$ cat src/rtl/rv_pkg.sv
// Shared RV32 execute-stage definitions: divide opcode selects and divider FSM encoding.
package rv_pkg;

    // funct3[1:0] of the M-extension divide group
    localparam logic [1:0] DIV_OP_DIV  = 2'b00;
    localparam logic [1:0] DIV_OP_DIVU = 2'b01;
    localparam logic [1:0] DIV_OP_REM  = 2'b10;
    localparam logic [1:0] DIV_OP_REMU = 2'b11;

    typedef enum logic [1:0] {
        DIV_ST_IDLE  = 2'd0,
        DIV_ST_BUSY  = 2'd1,
        DIV_ST_FIXUP = 2'd2,
        DIV_ST_DONE  = 2'd3
    } div_state_e;

    function automatic logic div_op_is_unsigned(input logic [1:0] op);
        return op[0];
    endfunction

    function automatic logic div_op_is_rem(input logic [1:0] op);
        return op[1];
    endfunction

endpackage

$ cat src/rtl/div_step.sv
// One restoring shift-subtract iteration; the divider reuses a single copy every cycle.
module div_step #(
    parameter int XLEN = 32
) (
    input  logic [XLEN-1:0] rem_i,
    input  logic            dvd_msb_i,
    input  logic [XLEN-1:0] divisor_i,
    output logic [XLEN-1:0] rem_o,
    output logic            q_bit_o
);

    logic [XLEN:0] rem_shift;
    logic [XLEN:0] diff;

    // One bit wider than the operands so the borrow doubles as the compare result
    assign rem_shift = {rem_i, dvd_msb_i};
    assign diff      = rem_shift - {1'b0, divisor_i};

    assign q_bit_o = ~diff[XLEN];
    assign rem_o   = q_bit_o ? diff[XLEN-1:0] : rem_shift[XLEN-1:0];

endmodule

$ cat src/rtl/iter_divider.sv
// Multi-cycle RV32M DIV/DIVU/REM/REMU unit, one quotient bit per cycle, valid/ready on both sides.
//   state | meaning
//   IDLE  | o_ready=1, waiting for a request
//   BUSY  | XLEN restoring iterations on operand magnitudes
//   FIXUP | apply recorded quotient/remainder signs
//   DONE  | o_valid=1, result held until i_ready
module iter_divider
    import rv_pkg::*;
#(
    parameter int XLEN = 32
) (
    input  logic            i_clk,
    input  logic            i_rst,
    input  logic            i_valid,
    output logic            o_ready,
    input  logic [1:0]      i_opsel,
    input  logic [XLEN-1:0] i_op1,
    input  logic [XLEN-1:0] i_op2,
    input  logic            i_kill,
    output logic            o_valid,
    input  logic            i_ready,
    output logic [XLEN-1:0] o_result,
    output logic            o_busy
);

    localparam int CW = $clog2(XLEN);
    localparam logic [XLEN-1:0] SMIN = {1'b1, {(XLEN-1){1'b0}}};

    div_state_e      state_q, state_d;
    logic [CW-1:0]   count_q, count_d;
    logic [XLEN-1:0] dvd_q, dvd_d;
    logic [XLEN-1:0] rem_q, rem_d;
    logic [XLEN-1:0] dsr_q, dsr_d;
    logic            q_neg_q, q_neg_d;
    logic            r_neg_q, r_neg_d;
    logic            rem_sel_q, rem_sel_d;
    logic [XLEN-1:0] result_q, result_d;

    logic [XLEN-1:0] step_rem;
    logic            step_q_bit;
    logic            sign1, sign2;
    logic            is_signed;
    logic            div_by_zero, sgn_ovf;
    logic [XLEN-1:0] q_fixed, r_fixed;

    div_step #(.XLEN(XLEN)) u_step (
        .rem_i     (rem_q),
        .dvd_msb_i (dvd_q[XLEN-1]),
        .divisor_i (dsr_q),
        .rem_o     (step_rem),
        .q_bit_o   (step_q_bit)
    );

    assign is_signed   = ~div_op_is_unsigned(i_opsel);
    assign sign1       = is_signed & i_op1[XLEN-1];
    assign sign2       = is_signed & i_op2[XLEN-1];
    assign div_by_zero = (i_op2 == '0);
    assign sgn_ovf     = is_signed && (i_op1 == SMIN) && (i_op2 == '1);

    assign q_fixed = q_neg_q ? (~dvd_q + 1'b1) : dvd_q;
    assign r_fixed = r_neg_q ? (~rem_q + 1'b1) : rem_q;

    always_comb begin
        state_d   = state_q;
        count_d   = count_q;
        dvd_d     = dvd_q;
        rem_d     = rem_q;
        dsr_d     = dsr_q;
        q_neg_d   = q_neg_q;
        r_neg_d   = r_neg_q;
        rem_sel_d = rem_sel_q;
        result_d  = result_q;

        if (i_kill) begin
            state_d = DIV_ST_IDLE;
        end else begin
            case (state_q)
                DIV_ST_IDLE: begin
                    if (i_valid) begin
                        rem_sel_d = div_op_is_rem(i_opsel);
                        if (div_by_zero) begin
                            result_d = div_op_is_rem(i_opsel) ? i_op1 : '1;
                            state_d  = DIV_ST_DONE;
                        end else if (sgn_ovf) begin
                            result_d = div_op_is_rem(i_opsel) ? '0 : SMIN;
                            state_d  = DIV_ST_DONE;
                        end else begin
                            // Negating SMIN yields SMIN, which is the correct unsigned magnitude
                            dvd_d   = sign1 ? (~i_op1 + 1'b1) : i_op1;
                            dsr_d   = sign2 ? (~i_op2 + 1'b1) : i_op2;
                            rem_d   = '0;
                            count_d = CW'(XLEN - 1);
                            q_neg_d = sign1 ^ sign2;
                            r_neg_d = sign1;
                            state_d = DIV_ST_BUSY;
                        end
                    end
                end
                DIV_ST_BUSY: begin
                    // Quotient bits shift into the vacated dividend LSBs
                    dvd_d = {dvd_q[XLEN-2:0], step_q_bit};
                    rem_d = step_rem;
                    if (count_q == '0) begin
                        state_d = DIV_ST_FIXUP;
                    end else begin
                        count_d = count_q - CW'(1);
                    end
                end
                DIV_ST_FIXUP: begin
                    result_d = rem_sel_q ? r_fixed : q_fixed;
                    state_d  = DIV_ST_DONE;
                end
                DIV_ST_DONE: begin
                    if (i_ready) begin
                        state_d = DIV_ST_IDLE;
                    end
                end
                default: begin
                    state_d = DIV_ST_IDLE;
                end
            endcase
        end
    end

    always_ff @(posedge i_clk or posedge i_rst) begin
        if (i_rst) begin
            state_q   <= DIV_ST_IDLE;
            count_q   <= '0;
            dvd_q     <= '0;
            rem_q     <= '0;
            dsr_q     <= '0;
            q_neg_q   <= 1'b0;
            r_neg_q   <= 1'b0;
            rem_sel_q <= 1'b0;
            result_q  <= '0;
        end else begin
            state_q   <= state_d;
            count_q   <= count_d;
            dvd_q     <= dvd_d;
            rem_q     <= rem_d;
            dsr_q     <= dsr_d;
            q_neg_q   <= q_neg_d;
            r_neg_q   <= r_neg_d;
            rem_sel_q <= rem_sel_d;
            result_q  <= result_d;
        end
    end

    assign o_ready  = (state_q == DIV_ST_IDLE);
    assign o_valid  = (state_q == DIV_ST_DONE);
    assign o_busy   = (state_q != DIV_ST_IDLE);
    assign o_result = result_q;

endmodule
$ cat config.mk
export PLATFORM = sky130hd
export DESIGN_NAME = iter_divider
export DESIGN_NICKNAME = d
export VERILOG_FILES = /design/src/rtl/rv_pkg.sv /design/src/rtl/div_step.sv /design/src/rtl/iter_divider.sv
export SDC_FILE = /design/constraint.sdc
export NUM_CORES = 1
export LEC_CHECK = 0
export ABC_AREA = 1
export BUFFER_PORTS_ARGS = -buffer_cell sky130_fd_sc_hd__buf_4
export CORE_MARGIN = 4
export CORE_UTILIZATION = 50
export DETAILED_ROUTE_END_ITERATION = 7
export GPL_TIMING_DRIVEN = 0
export PLACE_DENSITY = 0.72
export SYNTH_ARGS = -nofsm -noshare
export SYNTH_HDL_FRONTEND = slang
export SYNTH_SLANG_ARGS = --single-unit
$ cat constraint.sdc
create_clock -name i_clk -period 10 [get_ports i_clk]
set_input_delay 2.5 -clock i_clk [delete_from_list [all_inputs] [get_ports i_clk]]
set_output_delay 2.5 -clock i_clk [all_outputs]
set_load 0.005 [all_outputs]
==> metrics.md <==
| Metric | Value |
|---|---|
| Status | finished, final reports clean |
| Worst min path class | register to register |
| Number of non-filler instances in the completed layout | roughly 2700 |
| Pins over their slew limit | 0 |
| Site row count | 59 |
| Crit path kind | input port to register |
| Worst vdd rail ir drop | about 0.14 mV |
| Count of hold buffers inserted by post-cts repair | 0 |
| Wire length of the first global-routing pass | ~79000 um |
| I/O pin total | approximately 110 |
| Synth top area share | 25.9% |
| Net count after synthesis | between 2000 and 2500 |
| Dpl cells | 2711 |
| Clock latency at the later pin of the worst-skew pair | 0.44 ns |
| Worst setup SP type | input port |
| Max-capacitance violation count | 0 |
| Area growth from synthesis to layout | 13.9% |
| Via count of the first global-routing pass | 14000 |
| Number of instances in the synthesized netlist | around 2300 |
| Antenna violations before repair | 2 |
| Clock Root Buffer | sky130_fd_sc_hd__clkbuf_16 |
| Highest net fanout along the worst path | 6 |
| Drc violations | 0 |
| Cell-by-cell trace of the critical path | buf_4, inv_1, ha_1, nand3_1, nor2_1, nand3_1, nor2_1, nand4_1, nand2_1, nand3_2, nor2_1, nand2_1, nand2_1 |
| Initial standard-cell utilization of the core | 51.0% |
| Setup repair after global routing missed its margin | false |
| Routed wire length | between 50000 and 60000 um |
| Vias per std cell | about 5.6 |
| Clock tree sinks | 138 |
| Cts bufs inserted | 17 |
| Max-Slew Margin vs Limit | a little under half |
| Number of flops mapped to enable cells by yosys | 0 |
| Post-CTS repair timing setup buffer count | 0 |
| Endpoint type of the worst setup path | register |
| Half-perimeter wire length of the detailed placement result | roughly 42000 um |
| Tcrit/Tclk final | 48.9% |
| Fill cell total of the finished layout | 2713 |
| Combined area of all synthesized cells | approximately 0.013 sq mm |
| Fraction of the yosys area taken by sequential cells | 25.9% |
| Max incr delay on CP | about 0.41 ns |
| Kind of cell adding the most delay to the critical path | simple AND/OR/NAND/NOR gates |
| Cts repair resizes | 0 |
| Placeable core region | between 0.02 and 0.03 sq mm |
| DRC marker count from the first detailed-route iteration | approximately 1800 |
| Die outline height | 171 um |
| Total GRT Usage | 34.7% |
| Combined buffer and inverter count along the critical path | 2 |
| Final Wtd Congestion | around 1.1 |
| Congestion Overflow GR | 0 |
| Setup-violating endpoint count in the final report | 0 |
| Synth unique cells | 45 |
| Worst-case clock skew | approximately 0.015 ns |
| Setup tns final | 0 ns |
| Antenna cell count | 0 |
| Post-route ant nets | 0 |
| Yosys synthesis warning count | 0 |
| Power per standard cell area | about 250 mW/mm^2 |
| Maximum clock frequency | ~0.2 GHz |
| Primary FF master, synth | sky130_fd_sc_hd__dfrtp_1 |
| Total of flip-flops plus latches after synthesis | roughly 140 |
| Arr. time, crit path | 5.27 ns |
| H-Tree Depth | 4 |
| Min cycle time layout | about 5 ns |
| Final-stage net count | 2510 |
| Maximum buffer depth of the clock tree | 2 |
| Critical-path cell with the highest stage delay | sky130_fd_sc_hd__nor2_1 |
| Area of the die | just under 0.03 sq mm |
| Pin count of the biggest net entering global routing | 84 |
| Post-Syn Area per Cell | 5.88 sq um |
| Fraction of registers with async set or reset after synthesis | 100% |
| Routed len/inst | about 19 um |
| Total number of vias | 15300 |
| Length of the first detailed-routing pass in iterations | 8 |
| Pin slew with the least headroom to its limit | 0.791 ns |
| Die X | approximately 170 um |
| Largest cells by area after synthesis | sky130_fd_sc_hd__dfrtp_1 (26%), sky130_fd_sc_hd__nand2_1 (23%), sky130_fd_sc_hd__nand3_1 (12%) |
| Hold Vio Cnt, Final | 0 |
| Share of final-layout standard cells stronger than drive strength 1 | between 8 and 9% |
| Worst Path Required | 10.38 ns |
| Leak Pwr | between 0.008 and 0.009 uW |
| TritonCTS clock tree | done |
| Synth area leader | sky130_fd_sc_hd__dfrtp_1 |
| Number of buffers inserted by port buffering | ~110 |
| Clock slew seen by the registers of the worst setup and hold paths | around 0.08 ns |
[worst reg2reg max path, stage by stage, from the launching register on]
cell,delay [ns]
sky130_fd_sc_hd__dfrtp_1,0.41
sky130_fd_sc_hd__inv_1,0.11
sky130_fd_sc_hd__ha_1,0.15
sky130_fd_sc_hd__clkbuf_1,0.37
sky130_fd_sc_hd__clkinv_1,0.49
sky130_fd_sc_hd__nand2_1,0.42
sky130_fd_sc_hd__nand3_2,0.28
sky130_fd_sc_hd__nor2_1,0.41
sky130_fd_sc_hd__nand2_1,0.13
sky130_fd_sc_hd__nand2_1,0.09
[synthesized netlist by cell type, types with 2 or more instances]
master                     number
sky130_fd_sc_hd__a21boi_0       2
sky130_fd_sc_hd__a21o_1         2
sky130_fd_sc_hd__a21oi_1       61
sky130_fd_sc_hd__and2_1         2
sky130_fd_sc_hd__buf_1          7
sky130_fd_sc_hd__buf_2          7
sky130_fd_sc_hd__buf_4          9
sky130_fd_sc_hd__buf_6         13
sky130_fd_sc_hd__clkbuf_1      33
sky130_fd_sc_hd__clkinv_1       2
sky130_fd_sc_hd__dfrtp_1      138
sky130_fd_sc_hd__ha_1          43
sky130_fd_sc_hd__inv_1        308
sky130_fd_sc_hd__inv_2          3
sky130_fd_sc_hd__nand2_1      807
sky130_fd_sc_hd__nand2_2        5
sky130_fd_sc_hd__nand2_4        2
sky130_fd_sc_hd__nand3_1      307
sky130_fd_sc_hd__nand3_2        5
sky130_fd_sc_hd__nand3b_1       8
sky130_fd_sc_hd__nand4_1       29
sky130_fd_sc_hd__nor2_1       206
sky130_fd_sc_hd__nor2_2         9
sky130_fd_sc_hd__nor2_4         3
sky130_fd_sc_hd__nor3_1        16
sky130_fd_sc_hd__nor4_1         3
sky130_fd_sc_hd__o211ai_1       6
sky130_fd_sc_hd__o21ai_0      114
sky130_fd_sc_hd__o21ai_1       21
sky130_fd_sc_hd__o21ai_2       14
sky130_fd_sc_hd__o21bai_1       3
sky130_fd_sc_hd__o22ai_1       10
sky130_fd_sc_hd__o31ai_1        5
sky130_fd_sc_hd__or2_2          3
sky130_fd_sc_hd__xnor2_1       17
sky130_fd_sc_hd__xor2_1        38
[cell usage in the layout, fill, tap and decap left out, types with 6 or more instances in the layout]
cell,instances
sky130_fd_sc_hd__nand3b_1,8
sky130_fd_sc_hd__buf_2,7
sky130_fd_sc_hd__ha_1,43
sky130_fd_sc_hd__clkbuf_16,17
sky130_fd_sc_hd__o21ai_2,14
sky130_fd_sc_hd__nor2_1,206
sky130_fd_sc_hd__a21oi_1,61
sky130_fd_sc_hd__nand4_1,29
sky130_fd_sc_hd__nand2_1,807
sky130_fd_sc_hd__dfrtp_1,138
sky130_fd_sc_hd__xnor2_1,17
sky130_fd_sc_hd__buf_1,7
sky130_fd_sc_hd__o211ai_1,6
sky130_fd_sc_hd__nand3_1,307
sky130_fd_sc_hd__buf_6,13
sky130_fd_sc_hd__nor2_2,9
sky130_fd_sc_hd__o21ai_1,21
sky130_fd_sc_hd__buf_4,114
sky130_fd_sc_hd__nor3_1,16
sky130_fd_sc_hd__xor2_1,38
sky130_fd_sc_hd__clkbuf_1,33
sky130_fd_sc_hd__inv_1,307
sky130_fd_sc_hd__o21ai_0,114
sky130_fd_sc_hd__o22ai_1,10
[where the power goes]
| group | switching [uW] | leakage (uW) | internal, uW | total [uW] |
|---|---|---|---|---|
| Clock | 326 | 0.000299 | 343 | 669 |
| Sequential | 174 | 0.00181 | 758 | 931 |
| Combinational | 1470 | 0.00625 | 680 | 2150 |
| Total | 1970 | 0.00836 | 1780 | 3750 |
[metal layers]
| layer | global-route usage, % | routed length (um) | vias up |
|---|---|---|---|
| li1 | - | - | 7464 |
| met1 | 53.0 | 23900 | 7014 |
| met2 | 48.8 | 20600 | 711 |
| met3 | 8.48 | 5410 | 74 |
| met4 | 8.85 | 1190 | 4 |
| met5 | 0 | 27 | - |
[cell families (layout without fill, tap and decap cells)]
family | after synthesis | after routing | share of synthesized area [%]
buffers and inverters | 385 | 523 | 11.9
and+or+nand+nor | 1407 | 1407 | 44.5
DFF | 138 | 138 | 25.9
adders and majority gates | 44 | 44 | 4.18
AOI/OAI and AO/OA | 240 | 240 | 9.86
xor gates and xnor gates | 55 | 55 | 3.61
muxes | 1 | 1 | 0.0751
[final cells by class]
type                       count  area, sq um  share of cell area (%)
multi-input combinational   1747         8290                    54.6
clock buffer                  17          425                    2.80
buffer                        70          404                    2.66
sequential                   138         3450                    22.7
timing repair buffer         106          816                    5.37
inverter                     315         1190                    7.84
tap                          335          419                    2.76
clock inverter                15          189                    1.24
[worst paths after layout]
check	start	to	slack (ns)	cells after the start
worst max register to register	state_q[0]	o_result[24]	7.09	9
min in group asynchronous	i_rst	count_q[0]	2.20	2
max in group asynchronous	i_rst	o_result[22]	7.02	3
worst min register to register	o_result[17]	o_result[17]	0.48	2
worst max-delay path	i_op2[0]	o_result[24]	5.11	13
worst min-delay path	o_result[17]	o_result[17]	0.48	2
[flip-flops by register name, summed over array words and instances (netlist names)]
signal     count
q_neg_q        1
r_neg_q        1
dvd_q         32
count_q        5
state_q        2
dsr_q         32
rem_sel_q      1
o_result      32
rem_q         32
[per-stage QoR]
step / setup WS [ns] / hold WS [ns] / utilization (%) / cell area, sq um / total power, uW
final: 5.11 / 0.484 / 58.1 / 15200 / 3750
after global routing: 4.98 / 0.492 / 58.1 / 15200 / 4020
after CTS: 5.30 / 0.489 / 58.1 / 15200 / 3690
after detailed placement: 4.88 / 0.468 / 55.8 / 14600 / 3020
after global placement: 2.15 / 0.465 / 55.7 / 14500 / 3000
after floorplan: 3.80 / 0.449 / - / 13300 / 2280
(Power assumes the default switching activity.)
